File: src/rtl/bus_arbiter_rr.sv
// bus_arbiter_rr: registered one-hot bus grant with fixed-priority or
// round-robin selection. The grant passes between masters with no idle
// cycle, and a bounded tenure forces the holder off the bus when another
// master is waiting.
module bus_arbiter_rr #(
    parameter int NMASTERS = 2,
    parameter int RR_MODE  = 1,
    parameter int MAX_HOLD = 8,
    localparam int IW = (NMASTERS > 1) ? $clog2(NMASTERS) : 1
) (
    input  logic                clk,
    input  logic                reset,
    input  logic [NMASTERS-1:0] req,
    output logic [NMASTERS-1:0] gnt,
    output logic [IW-1:0]       gnt_idx,
    output logic                busy,
    output logic                preempt
);

    typedef enum logic {
        IDLE,
        GRANTED
    } state_t;

    localparam logic [7:0]    HOLD_LIMIT = 8'(MAX_HOLD);
    localparam logic [IW-1:0] LAST_RESET = IW'(NMASTERS - 1);

    state_t              state;
    state_t              next_state;
    logic [IW-1:0]       holder;
    logic [IW-1:0]       next_holder;
    logic [IW-1:0]       last;
    logic [IW-1:0]       next_last;
    logic [7:0]          count;
    logic [7:0]          next_count;
    logic                next_preempt;
    logic [NMASTERS-1:0] next_gnt;
    logic [IW-1:0]       next_gnt_idx;
    logic                next_busy;

    logic [NMASTERS-1:0] mask;
    logic [NMASTERS-1:0] cand;
    logic                win_found;
    logic [IW-1:0]       win_idx;

    // State register: all state and every output is a flop; reset overrides req.
    always_ff @(posedge clk) begin
        if (reset) begin
            state   <= IDLE;
            holder  <= '0;
            last    <= LAST_RESET;
            count   <= '0;
            gnt     <= '0;
            gnt_idx <= '0;
            busy    <= 1'b0;
            preempt <= 1'b0;
        end else begin
            state   <= next_state;
            holder  <= next_holder;
            last    <= next_last;
            count   <= next_count;
            gnt     <= next_gnt;
            gnt_idx <= next_gnt_idx;
            busy    <= next_busy;
            preempt <= next_preempt;
        end
    end

    // Winner selection: the current holder is masked out so that a handoff or
    // forced release always moves the bus to a different master.
    always_comb begin : arb_select
        int base;
        int pos;
        mask = '1;
        if (state == GRANTED) begin
            mask[holder] = 1'b0;
        end
        cand      = req & mask;
        win_found = 1'b0;
        win_idx   = '0;
        base      = (RR_MODE != 0) ? int'(last) + 1 : 0;
        pos       = 0;
        for (int k = 0; k < NMASTERS; k++) begin
            pos = base + k;
            if (pos >= NMASTERS) begin
                pos = pos - NMASTERS;
            end
            if (!win_found && cand[pos[IW-1:0]]) begin
                win_found = 1'b1;
                win_idx   = pos[IW-1:0];
            end
        end
    end

    // Next-state logic: grant from idle, handoff on release, forced release at
    // the tenure limit, otherwise hold with a saturating tenure counter.
    always_comb begin
        next_state   = state;
        next_holder  = holder;
        next_last    = last;
        next_count   = count;
        next_preempt = 1'b0;
        case (state)
            IDLE: begin
                if (win_found) begin
                    next_state  = GRANTED;
                    next_holder = win_idx;
                    next_last   = win_idx;
                    next_count  = 8'd1;
                end
            end
            GRANTED: begin
                if (!req[holder]) begin
                    if (win_found) begin
                        next_holder = win_idx;
                        next_last   = win_idx;
                        next_count  = 8'd1;
                    end else begin
                        next_state  = IDLE;
                        next_holder = '0;
                        next_count  = 8'd0;
                    end
                end else if ((HOLD_LIMIT != 8'd0) && (count == HOLD_LIMIT) && win_found) begin
                    next_holder  = win_idx;
                    next_last    = win_idx;
                    next_count   = 8'd1;
                    next_preempt = 1'b1;
                end else if (count < HOLD_LIMIT) begin
                    next_count = count + 8'd1;
                end
            end
            default: begin
                next_state = IDLE;
            end
        endcase
    end

    // Output decode of the next state, so gnt, gnt_idx and busy are always
    // registered together and stay mutually consistent.
    always_comb begin
        next_gnt     = '0;
        next_gnt_idx = '0;
        next_busy    = 1'b0;
        if (next_state == GRANTED) begin
            next_gnt[next_holder] = 1'b1;
            next_gnt_idx          = next_holder;
            next_busy             = 1'b1;
        end
    end

endmodule

File: config.mk
export PLATFORM = sky130hd
export DESIGN_NAME = bus_arbiter_rr
export DESIGN_NICKNAME = d
export VERILOG_FILES = /design/src/rtl/bus_arbiter_rr.sv
export SDC_FILE = /design/constraint.sdc
export NUM_CORES = 1
export LEC_CHECK = 0
export ABC_AREA = 1
export CAP_MARGIN = 20
export CORE_MARGIN = 8
export CORE_UTILIZATION = 50
export DETAILED_ROUTE_END_ITERATION = 7
export PLACE_DENSITY = 0.73
export SLEW_MARGIN = 20
export SYNTH_ARGS = -nofsm -noshare
export SYNTH_HDL_FRONTEND = slang
export SYNTH_SLANG_ARGS = --single-unit
File: constraint.sdc
create_clock -name clk -period 3.05 [get_ports clk]
set_clock_uncertainty 0.1 [all_clocks]
set_input_delay 0.4575 -clock clk [delete_from_list [all_inputs] [get_ports clk]]
set_output_delay 0.4575 -clock clk [all_outputs]
set_load 0.05 [all_outputs]
==> metrics <==
Synth Instances 96; via count 594; post-route ant nets 0; Routed WL 1.345 mm; vias per cell 4.950; Fmax 477.2 MHz; Mapped Area 685.7 sq um; Nets 113; Setup WS pre-CTS 1077 ps; status finished, final reports clean; fin crit period 2096 ps; register area 280.3 sq um; Synth Flop Type dfxtp_1; Max-Slew Margin vs Limit 66.78%; sequential share of power 53.0%; cts-stage hold buffer count 0; Yosys top cell by area dfxtp_1; first-pass GRT wire length 2.463 mm; Final Cycle Share 68.71%; Synth area leaders dfxtp_1, nand2_1, nor2_1; Final TNS setup 0 ps; Reg clk slew, reported paths 80 ps; full die area 2812 sq um; H-tree Lvls 1; vias in the first global route 574; CTS Buf Count 3; Post-synth ARST share 0%; Crit path largest cell delay 840 ps; Buffers on Ports 8; core area 1285 sq um; CP max FO 6; routability cong. 0.8389; total setup buffers inserted after CTS 0; post-cts repair resize count 0; slowest CP cell clkdlybuf4s50_1; flop and latch count out of synthesis 14; Hold Crit Class reg -> reg; largest net degree at the start of global routing 9; I/O pin total 9; worst vdd ir 0.0003363 V; # fillers 120; Die Height 53.03 microns; root buffer cell clkbuf_4; Final Setup Violations 0; switching share of power 30.17%; Clock power frac 28.5%; CP Launch Type flip-flop; Crit path max-delay family buffers and inverters; DR pass1 iterations 4; ant diodes 0; register area share after synthesis 40.88%; layout cells sized above 1 10.48%; Synth cell types 21; TritonCTS Sinks 14; NetSw 112.8 uW; CTS tree done; leakage dissipation 0.0003631 uW; routed wire length per instance 11.21 microns; Int Power 260.9 uW; Ys Warns 0; Worst Tran Pin Value 496.7 ps; Final Slew Violations 0; Overflow after GRT 0; combinational power share 18.5%; Total GRT Usage 11.94%; DRT iter0 DRCs 13; initial antenna violation count 0; hpwl dp 1.029 mm; Setup CP Type reg -> out; Post-synth EDFFs 0; area grow syn2layout 16.06%; Crit. End Element primary output; CP Data Arrival Time 1540 ps; clk buf depth 2; area of the multi-input gates 349.1 sq um; share of the synthesized area in the top cell type 40.88%; power density over cell area 469.6 nW/um^2; mean post-synth cell area 7.142 sq um; CP Cell Sequence clkdlybuf4s50_1; Crit path buffers/inverters 1; # rows 13; worst setup margin 954.5 ps; syn_nets 102; Die X 53.03 microns; RSZ-0062 raised after global routing false; Clock Latency Late Sink 290 ps; maxcap violations 0; Initial Util 53.36%; WP data required 2490 ps; DRC 0; Final Hold Viols 0
-- power by group through the flow --
stage | sequential, uW | clock [uW] | combinational (uW)
6_report | 198 | 107 | 69.1
5_1_grt | 199 | 121 | 77.3
3_5_place_dp | 202 | 0 | 69.3
2_1_floorplan | 212 | 0 | 40.5
3_3_place_gp | 202 | 0 | 68.1
4_1_cts | 198 | 107 | 69.7
-- cells in the final DEF, fill, tap and decap left out --
| cell type | netlist | final |
|---|---|---|
| a21oi_1 | 5 | 5 |
| clkbuf_4 | 0 | 3 |
| clkdlybuf4s50_1 | 0 | 8 |
| dfxtp_1 | 14 | 14 |
| ha_1 | 2 | 2 |
| inv_1 | 11 | 11 |
| inv_2 | 1 | 1 |
| nand2_1 | 23 | 23 |
| nand2_2 | 2 | 2 |
| nand2_4 | 2 | 2 |
| nand3_1 | 9 | 9 |
| nand3_4 | 1 | 1 |
| nand4_1 | 1 | 1 |
| nor2_1 | 15 | 15 |
| nor2_2 | 1 | 1 |
| nor2_4 | 1 | 1 |
| nor3_1 | 1 | 1 |
| nor4_1 | 1 | 1 |
| o21ai_0 | 1 | 1 |
| o21ai_1 | 2 | 2 |
| xor2_1 | 1 | 1 |
-- final timing paths --
kind | startpoint | endpoint | slack [ps] | cells past startpoint
hold reg to reg | count[6] | count[6] | 340 | 2
setup / recovery | busy | busy | 950 | 1
setup reg to reg | count[0] | count[0] | 1520 | 9
hold / removal | count[6] | count[6] | 340 | 2
-- final cells by class --
type / instances / share of cell area [%]
sequential: 14 / 35.22
multi-input combinational: 68 / 43.87
tap: 15 / 2.358
timing repair buffer: 8 / 10.06
inverter: 12 / 5.660
clock buffer: 3 / 2.830
-- stage by stage --
stage,power (uW),hold slack [ps],instance area [sq um],cells,util [%]
6_report,373.7,339.1,795.8,120,61.93
5_1_grt,397.3,365.3,795.8,120,61.93
4_1_cts,375.0,343.4,795.8,120,61.93
3_5_place_dp,271.6,331.5,773.2,117,60.18
3_3_place_gp,270.1,326.3,773.2,117,60.18
2_1_floorplan,252.1,317.0,685.7,96,-
-- synthesized netlist by cell type, types with 2 or more instances --
master and number:
nand3_1 9, nand2_2 2, dfxtp_1 14, ha_1 2, nand2_1 23, nand2_4 2
inv_1 11, o21ai_1 2, nor2_1 15, a21oi_1 5
-- kinds of logic after synthesis --
family / count (synthesis) / share of synthesized area (%)
and+or+nand+nor: 57 / 40.15
buffers and inverters: 14 / 8.211
DFF: 14 / 40.88
AOI/OAI and AO/OA: 8 / 5.838
adders and majority gates: 2 / 3.649
xor gates and xnor gates: 1 / 1.278
-- state kept, by name, indices dropped and copies added (netlist names) --
register and flops:
count 8, gnt 2, busy 1, holder 1
last 1, preempt 1
-- per-layer routing --
| metal | vias up | routed length, microns | share of wire [%] | track usage, % |
|---|---|---|---|---|
| li1 | 320 | - | - | - |
| met2 | 11 | 589 | 44 | 16.99 |
| met3 | 5 | 72 | 5.4 | 3.922 |
| met1 | 258 | 642 | 48 | 14.22 |
| met4 | 0 | 40 | 3.0 | 9.483 |
| met5 | - | 0 | 0 | 0 |
(Power assumes the default switching activity.)
